File: src/rtl/fd_queue.sv
// Fetch-to-decode instruction queue: DEPTH-entry FIFO carrying
// {instr, PC, PC+4, ISA tag} from fetch to decode, with StallD/FlushD
// semantics of the old pipeline register plus valid/ready flow control.
module fd_queue #(
  parameter int unsigned XLEN  = 32,
  parameter int unsigned DEPTH = 4,
  parameter int unsigned CNTW  = $clog2(DEPTH) + 1
) (
  input  logic            clk,
  input  logic            rst,
  input  logic            ValidF,
  output logic            ReadyF,
  input  logic [XLEN-1:0] InstrF,
  input  logic [XLEN-1:0] PCF,
  input  logic [XLEN-1:0] PCPlus4F,
  input  logic            armF,
  output logic            ValidD,
  output logic [XLEN-1:0] InstrD,
  output logic [XLEN-1:0] PCD,
  output logic [XLEN-1:0] PCPlus4D,
  output logic            armD,
  input  logic            StallD,
  input  logic            FlushD,
  output logic [CNTW-1:0] Count
);

  localparam int unsigned PW = $clog2(DEPTH);

  typedef struct packed {
    logic [XLEN-1:0] instr;
    logic [XLEN-1:0] pc;
    logic [XLEN-1:0] pc_plus4;
    logic            arm;
  } entry_t;

  entry_t          mem_q [DEPTH];
  logic [PW-1:0]   wr_ptr_q, wr_ptr_d;
  logic [PW-1:0]   rd_ptr_q, rd_ptr_d;
  logic [CNTW-1:0] count_q,  count_d;
  logic            push, pop;
  entry_t          entry_in, head;

  // Flow-control status comes straight from the registered occupancy
  assign ReadyF = (count_q < CNTW'(DEPTH));
  assign ValidD = (count_q != '0);
  assign Count  = count_q;

  // Handshakes; flush overrides both
  assign push = ValidF & ReadyF & ~FlushD;
  assign pop  = ValidD & ~StallD & ~FlushD;

  assign entry_in = '{instr: InstrF, pc: PCF, pc_plus4: PCPlus4F, arm: armF};

  // Head is a combinational read, forced to a zero bubble when empty
  always_comb begin
    head     = mem_q[rd_ptr_q];
    InstrD   = '0;
    PCD      = '0;
    PCPlus4D = '0;
    armD     = 1'b0;
    if (ValidD) begin
      InstrD   = head.instr;
      PCD      = head.pc;
      PCPlus4D = head.pc_plus4;
      armD     = head.arm;
    end
  end

  // Next pointer/occupancy; flush clears everything and wins over push/pop
  always_comb begin
    wr_ptr_d = wr_ptr_q;
    rd_ptr_d = rd_ptr_q;
    count_d  = count_q;
    if (FlushD) begin
      wr_ptr_d = '0;
      rd_ptr_d = '0;
      count_d  = '0;
    end else begin
      if (push) wr_ptr_d = wr_ptr_q + PW'(1);
      if (pop)  rd_ptr_d = rd_ptr_q + PW'(1);
      case ({push, pop})
        2'b10:   count_d = count_q + CNTW'(1);
        2'b01:   count_d = count_q - CNTW'(1);
        default: count_d = count_q;
      endcase
    end
  end

  // Pointer and occupancy registers, cleared asynchronously
  always_ff @(posedge clk or negedge rst) begin
    if (!rst) begin
      wr_ptr_q <= '0;
      rd_ptr_q <= '0;
      count_q  <= '0;
    end else begin
      wr_ptr_q <= wr_ptr_d;
      rd_ptr_q <= rd_ptr_d;
      count_q  <= count_d;
    end
  end

  // Entry storage; contents are don't-care until written
  always_ff @(posedge clk) begin
    if (push) mem_q[wr_ptr_q] <= entry_in;
  end

endmodule
File: config.mk
export PLATFORM = sky130hd
export DESIGN_NAME = fd_queue
export DESIGN_NICKNAME = d
export VERILOG_FILES = /design/src/rtl/fd_queue.sv
export SDC_FILE = /design/constraint.sdc
export NUM_CORES = 1
export LEC_CHECK = 0
export CAP_MARGIN = 20
export CELL_PAD_IN_SITES_DETAIL_PLACEMENT = 1
export CELL_PAD_IN_SITES_GLOBAL_PLACEMENT = 1
export CORE_ASPECT_RATIO = 2
export CORE_UTILIZATION = 40
export DETAILED_ROUTE_END_ITERATION = 10
export GPL_TIMING_DRIVEN = 1
export HOLD_SLACK_MARGIN = 0.03
export PLACE_DENSITY_LB_ADDON = 0.1
export REMOVE_ABC_BUFFERS = 1
export SYNTH_ARGS = -nofsm -noshare
export SYNTH_HDL_FRONTEND = slang
export SYNTH_SLANG_ARGS = --single-unit
File: constraint.sdc
create_clock -name clk -period 5.62 [get_ports clk]
set_clock_uncertainty 0.1 [all_clocks]
set_input_delay 0.843 -clock clk [delete_from_list [all_inputs] [get_ports clk]]
set_output_delay 0.843 -clock clk [all_outputs]
set_load 0.01 [all_outputs]
==> summary.md, run 1 <==
| Metric | Value |
|---|---|
| Switching Power | `roughly 1.6 mW` |
| Largest net degree at the start of global routing | `66` |
| CP Launch Type | `register` |
| Pre-antenna DRT Iters | `4` |
| Worst setup EP type | `output port` |
| Total Power | `~6.8 mW` |
| Leak | `a little under 6 nW` |
| Post-synthesis cell type count | `33` |
| Yosys warns | `0` |
| Area growth from synthesis to layout | `24.0%` |
| Antenna-violating nets left | `0` |
| Die width | `around 140 µm` |
| Worst skew pair latency | `0.52 ns` |
| Die Ht | `approximately 280 µm` |
| Starting density of the core | `40.5%` |
| Setup TNS | `0 ns` |
| Max Freq | `between 200 and 250 MHz` |
| Worst vdd ir | `approximately 0.00026 V` |
| Synthesized flop and latch total | `~400` |
| CTS buffer count | `37` |
| P per Cell Area | `357 nW/µm²` |
| Core area | `37,800 µm²` |
| Internal power | `between 5 and 6 mW` |
| DRC viols | `0` |
| Mapped Cells | `approximately 680` |
| Tcrit/Tclk final | `between 70% and 80%` |
| Reg area | `11,800 µm²` |
| Resized Gates After CTS | `0` |
| Vias in the first global route | `~8,300` |
| Die footprint | `39,100 µm²` |
| Clock share of power | `34.9%` |
| 1st-iter DRT viols | `between 200 and 300` |
| Nets | `1,005` |
| Final Util | `50.2%` |
| Count of final max-slew check failures | `0` |
| Combinational share of power | `around 15%` |
| Met3 usage | `about 3.1%` |
| Most frequent cells in the layout | `edfxtp_1, clkdlybuf4s50_1, mux4_2` |
| GR Overflow Total | `0` |
| Sink Count | `395` |
| Vias | `~7,300` |
| Clock-pin slew on the worst setup and hold paths | `0.06 ns` |
| Tmin final | `4.16 ns` |
| First-pass GRT wire length | `a little over 50 mm` |
| Non-filler instance count after layout | `~1,400` |
| RSZ-0062 raised after global routing | `false` |
| Sequential share of power | `50.2%` |
| Leading cell type in the layout, fill and taps excluded | `edfxtp_1` |
| Filler cell count in the final layout | `around 3,400` |
| GR Util met2 | `approximately a third` |
| GRT Util Overall | `between 15 and 20%` |
| Clock root buffer master | `clkbuf_16` |
| Net Sw Frac | `between 20% and 30%` |
| Row cnt | `between 100 and 150` |
| Routability Congestion | `0.694` |
| Post-Syn Area | `around 15,000 µm²` |
| Worst Path Class, Setup | `register to output port` |
| Hold Crit Class | `input port to async pin` |
| Gr busiest metal | `met2` |
| Asr flop ratio synth | `under 10%` |
| Syn Area/Cell | `about 23 µm²` |
| DR vias/cell | `5.22` |
| Post-detail-place hpwl | `between 20 and 25 mm` |
| Area of the multi-input gates | `roughly 3100 µm²` |
| # Post-CTS Setup Buffers | `0` |
| Max Cap Violations | `0` |
| Port Buf Inserts | `~200` |
| Initial antenna violation count | `3` |
| Worst EP arrival | `approximately 3.2 ns` |
| Final hold violation count | `0` |
| Met1 Use GR | `between 10% and 20%` |
| Count of final setup violators | `0` |
| Worst-path fanout max | `between 50 and 60` |
| I/O pin count | `around 200` |
| Register area share after synthesis | `between 70% and 80%` |
| Max-Slew Margin vs Limit | `between 20% and 30%` |
| Placed Cells | `between 1,000 and 1,500` |
| EDFF count, synth | `between 300 and 400` |
| Req. time, crit path | `about 4.7 ns` |
| Share of cells above drive strength 1 | `a little under a fifth` |
| Status | `completed` |
| Synth Flop Type | `edfxtp_1` |
| CTS tree | `yes` |
| Hold_buf cts | `0` |
| WL final | `around 33 mm` |
| Max Buffers Root-to-Sink | `3` |
| H-tree Lvls | `2` |
| Wire length per cell | `24.0 µm` |
| Worst Tran Pin Value | `around 1.1 ns` |
-- stage by stage --
step	hold WS (ns)	instance area (µm²)	setup slack (ns)
floorplan	0.436	15000	0.0485
global placement	0.468	17800	1.95
detailed placement	0.509	17800	1.86
CTS	0.467	18900	1.37
global route	0.484	19000	1.29
finish	0.476	19000	1.46
-- logic make-up after synthesis --
kind of cell	synth area share [%]
multiplexers	14.3
XOR/XNOR	0.229
AO/OA/AOI/OAI	0.540
flip-flops	77.4
adder cells (fa/ha/maj)	0.458
AND/OR/NAND/NOR	4.93
buffers and inverters	2.19
-- power groups by stage --
| stage | logic, mW | clock network [mW] | registers, mW |
|---|---|---|---|
| final | 1.01 | 2.37 | 3.40 |
| after global routing | 1.08 | 2.52 | 3.41 |
| after floorplan | 0.480 | 0 | 3.48 |
| after detailed placement | 1.02 | 0 | 3.47 |
| after global placement | 1.01 | 0 | 3.46 |
| after CTS | 1.03 | 2.43 | 3.40 |
-- sequential cells by signal (all words and copies together) (netlist names) --
name	flops
wr_ptr_q	2
rd_ptr_q	2
mem_q	388
Count	3
-- synthesized netlist by cell type (all sizes together) (2+ instances only) --
| master | count | area [µm²] |
|---|---|---|
| and2 | 4 | 25.0 |
| o21ai | 5 | 25.0 |
| edfxtp | 388 | 11700 |
| dfrtp | 7 | 175 |
| inv | 5 | 18.8 |
| mux4 | 97 | 2180 |
| nor2 | 6 | 22.5 |
| ha | 4 | 50.1 |
| buf | 25 | 275 |
| xnor2 | 4 | 35.0 |
| a21oi | 4 | 20.0 |
| nand2 | 4 | 15.0 |
| clkbuf | 11 | 41.3 |
| nor4 | 2 | 12.5 |
| nor3b | 2 | 20.0 |
| nor2b | 98 | 631 |
-- metal layers --
metal,share of wire (%),vias to the layer above
li1,-,3196
met1,36,3843
met2,56,172
met3,4.3,59
met4,3.5,0
met5,0,-
-- worst paths after layout --
kind | start | to | slack, ns | depth (start not counted)
worst max-delay path | rd_ptr_q[1] | PCD[24] | 1.46 | 4
worst min-delay path | rst | Count[1] | 0.48 | 1
worst max register to register | Count[2] | mem_q[1][32] | 2.81 | 4
worst min register to register | wr_ptr_q[1] | wr_ptr_q[1] | 0.53 | 2
max in group asynchronous | rst | rd_ptr_q[1] | 4.66 | 1
min in group clk | wr_ptr_q[1] | wr_ptr_q[1] | 0.53 | 2
-- critical path, cell delays in order (launching register included) --
cell             delay (ns)
dfrtp_4                0.99
buf_4                  0.54
mux4_2                 0.28
nor2b_1                0.25
clkdlybuf4s50_1        0.58
-- final cells by class --
cell class | count | share of cell area [%]
antenna | 3 | 0.0396
clock buffer | 47 | 5.31
clock inverter | 21 | 0.660
inverter | 5 | 0.0990
multi-input combinational | 240 | 16.6
sequential | 395 | 62.4
tap | 463 | 3.06
timing repair buffer | 219 | 11.8
No activity file was read; power rests on OpenSTA's default activity.
==> run 2, diff against run 1 <==
- clock period: 5.62 -> 4.1 ns (I/O delays scaled with it)
==> run 2 against run 1 <==
Register-to-register slack lost 1.3 ns. Largest cell class unchanged. Worst setup slack lost 1.0 ns. Global-route usage grew 0.41 points. Cell count shrank 0.22%. Hold slack lost 0.18 ns. Clock power grew 38%. Flip-flop and latch count is the same. Count of clock-buffer cells in the layout grew 2. Largest power group unchanged. Combinational power grew 38%. First-iteration DRC count grew 1.0%.
==> summary.md, run 2 (synthesized netlist as in run 1, its figures left out) <==
| Metric | Value |
|---|---|
| Max Freq | `between 200 and 300 MHz` |
| P per Cell Area | `491 nW/µm² (+37%)` |
| Leading cell type in the layout, fill and taps excluded | `edfxtp_1` |
| Max-Slew Margin vs Limit | `53.4% (+23 points)` |
| Share of cells above drive strength 1 | `19.0% (+0.22 points)` |
| Die width | `140 µm (unchanged)` |
| 1st-iter DRT viols | `294 (+1.0%)` |
| Die Ht | `278 µm (unchanged)` |
| Clock-pin slew on the worst setup and hold paths | `0.06 ns (about the same)` |
| Reg area | `11,800 µm² (unchanged)` |
| Count of final setup violators | `0 (unchanged)` |
| Req. time, crit path | `3.38 ns (-1.30 ns)` |
| Leak | `5.90 nW (+0.37%)` |
| Tmin final | `roughly 3.7 ns` |
| Core area | `37,800 µm² (unchanged)` |
| Area growth from synthesis to layout | `24.3%` |
| Final Util | `50.3% (+0.11 points)` |
| Max Cap Violations | `0 (unchanged)` |
| Hold Crit Class | `input port to async pin` |
| Worst Path Class, Setup | `register to output port` |
| Setup ws final | `0.433 ns (-1.03 ns)` |
| I/O pin count | `204 (unchanged)` |
| Final hold slack | `0.292 ns (-0.185 ns)` |
| Status | `completed` |
| Filler cell count in the final layout | `3,367 (-0.68%)` |
| Hold_buf cts | `0 (unchanged)` |
| DR vias/cell | `5.25 (+0.66%)` |
| # Post-CTS Setup Buffers | `0 (unchanged)` |
| Vias in the first global route | `8,596 (+4.2%)` |
| Port Buf Inserts | `203 (unchanged)` |
| Non-filler instance count after layout | `1,390 (-0.22%)` |
| Final instance area | `19,000 µm² (+0.21%)` |
| Max reg flops | `388 (unchanged)` |
| Nets | `1,009 (+0.40%)` |
| GRT Util Overall | `18.0% (+0.41 points)` |
| Largest net degree at the start of global routing | `76 (+15%)` |
| Count of final max-slew check failures | `0 (unchanged)` |
| Final hold violation count | `0 (unchanged)` |
| Worst vdd ir | `0.000581 V (+120%)` |
| Placed Cells | `1,326 (+0.45%)` |
| Setup TNS | `0 ns (unchanged)` |
| Tcrit/Tclk final | `89.4%` |
| Wire length per cell | `24.1 µm (+0.50%)` |
| Setup slack at placement | `0.824 ns (-1.03 ns)` |
| Worst-path fanout max | `28 (-48%)` |
| DRC viols | `0 (unchanged)` |
| Placed Area | `17,900 µm² (+0.54%)` |
| Area of the multi-input gates | `3140 µm² (unchanged)` |
| Die footprint | `39,100 µm² (unchanged)` |
| RSZ-0062 raised after global routing | `false` |
| WL final | `33.5 mm (+0.28%)` |
| Max Buffers Root-to-Sink | `3 (unchanged)` |
| Row cnt | `101 (unchanged)` |
| Worst skew pair latency | `0.52 ns (about the same)` |
| Total Power | `9.32 mW (+38%)` |
| Antenna cells | `0 (-3)` |
| Pre-antenna DRT Iters | `4 (unchanged)` |
| Routability Congestion | `0.705 (+1.6%)` |
| CTS tree | `yes` |
| Sink Count | `395 (unchanged)` |
| Worst EP arrival | `2.95 ns (-0.26 ns)` |
| Initial antenna violation count | `0 (-3)` |
| Most frequent cells in the layout | `edfxtp_1, clkdlybuf4s50_1, mux4_2` |
| Worst setup EP type | `output port` |
| Starting density of the core | `40.5% (unchanged)` |
| CP Launch Type | `register` |
| Worst Tran Pin Value | `0.700 ns (-0.350 ns)` |
| CTS buffer count | `37 (unchanged)` |
| Clock root buffer master | `clkbuf_16` |
| Post-detail-place hpwl | `20.9 mm (+2.0%)` |
| H-tree Lvls | `2 (unchanged)` |
| Resized Gates After CTS | `0 (unchanged)` |
| Top reg by flops | `mem_q` |
| Vias | `7,302 (+0.44%)` |
| GR Overflow Total | `0 (unchanged)` |
| First-pass GRT wire length | `51.7 mm (+2.7%)` |
| Antenna-violating nets left | `0 (unchanged)` |
-- run 2: worst paths after layout --
check                             from     endpoint  slack (ns)  cells after the start
hold reg to reg            wr_ptr_q[1]  wr_ptr_q[1]        0.49                      2
min in group clk           wr_ptr_q[1]  wr_ptr_q[1]        0.49                      2
setup reg to reg              Count[1]     Count[2]        1.47                      7
hold / removal                     rst  rd_ptr_q[1]        0.29                      1
setup / recovery           rd_ptr_q[0]      PCD[12]        0.43                      4
max in group asynchronous          rst  rd_ptr_q[0]        3.28                      1
-- run 2: critical path, stage by stage (launching register included) --
cell and delay [ns]:
dfrtp_4 0.84, buf_4 0.37, mux4_2 0.53, nor2b_1 0.16, clkdlybuf4s50_1 0.51
-- run 2: layer usage --
metal  wire [µm]  up-vias  GRT usage [%]
li1            -     3183              -
met1       12300     3884           19.7
met2       19000      182           34.7
met3        1310       53           2.58
met4         855        0           6.59
met5           0        -              0
-- run 2: area by class of cell --
type / count / area share [%]
sequential: 395 / 62.3
multi-input combinational: 240 / 16.5
timing repair buffer: 223 / 12.0
clock buffer: 49 / 5.34
tap: 463 / 3.05
clock inverter: 15 / 0.659
inverter: 5 / 0.0988
-- run 2: power breakdown --
group	switching, mW	internal, mW
combinational	0.641	0.754
clock	1.41	1.87
sequential	0.0684	4.58
==> run 3, diff against run 2 <==
- SLEW_MARGIN: unset -> 20
==> results of run 3 <==
Same layout as run 2: the final DEF is identical, and so are final timing and power.
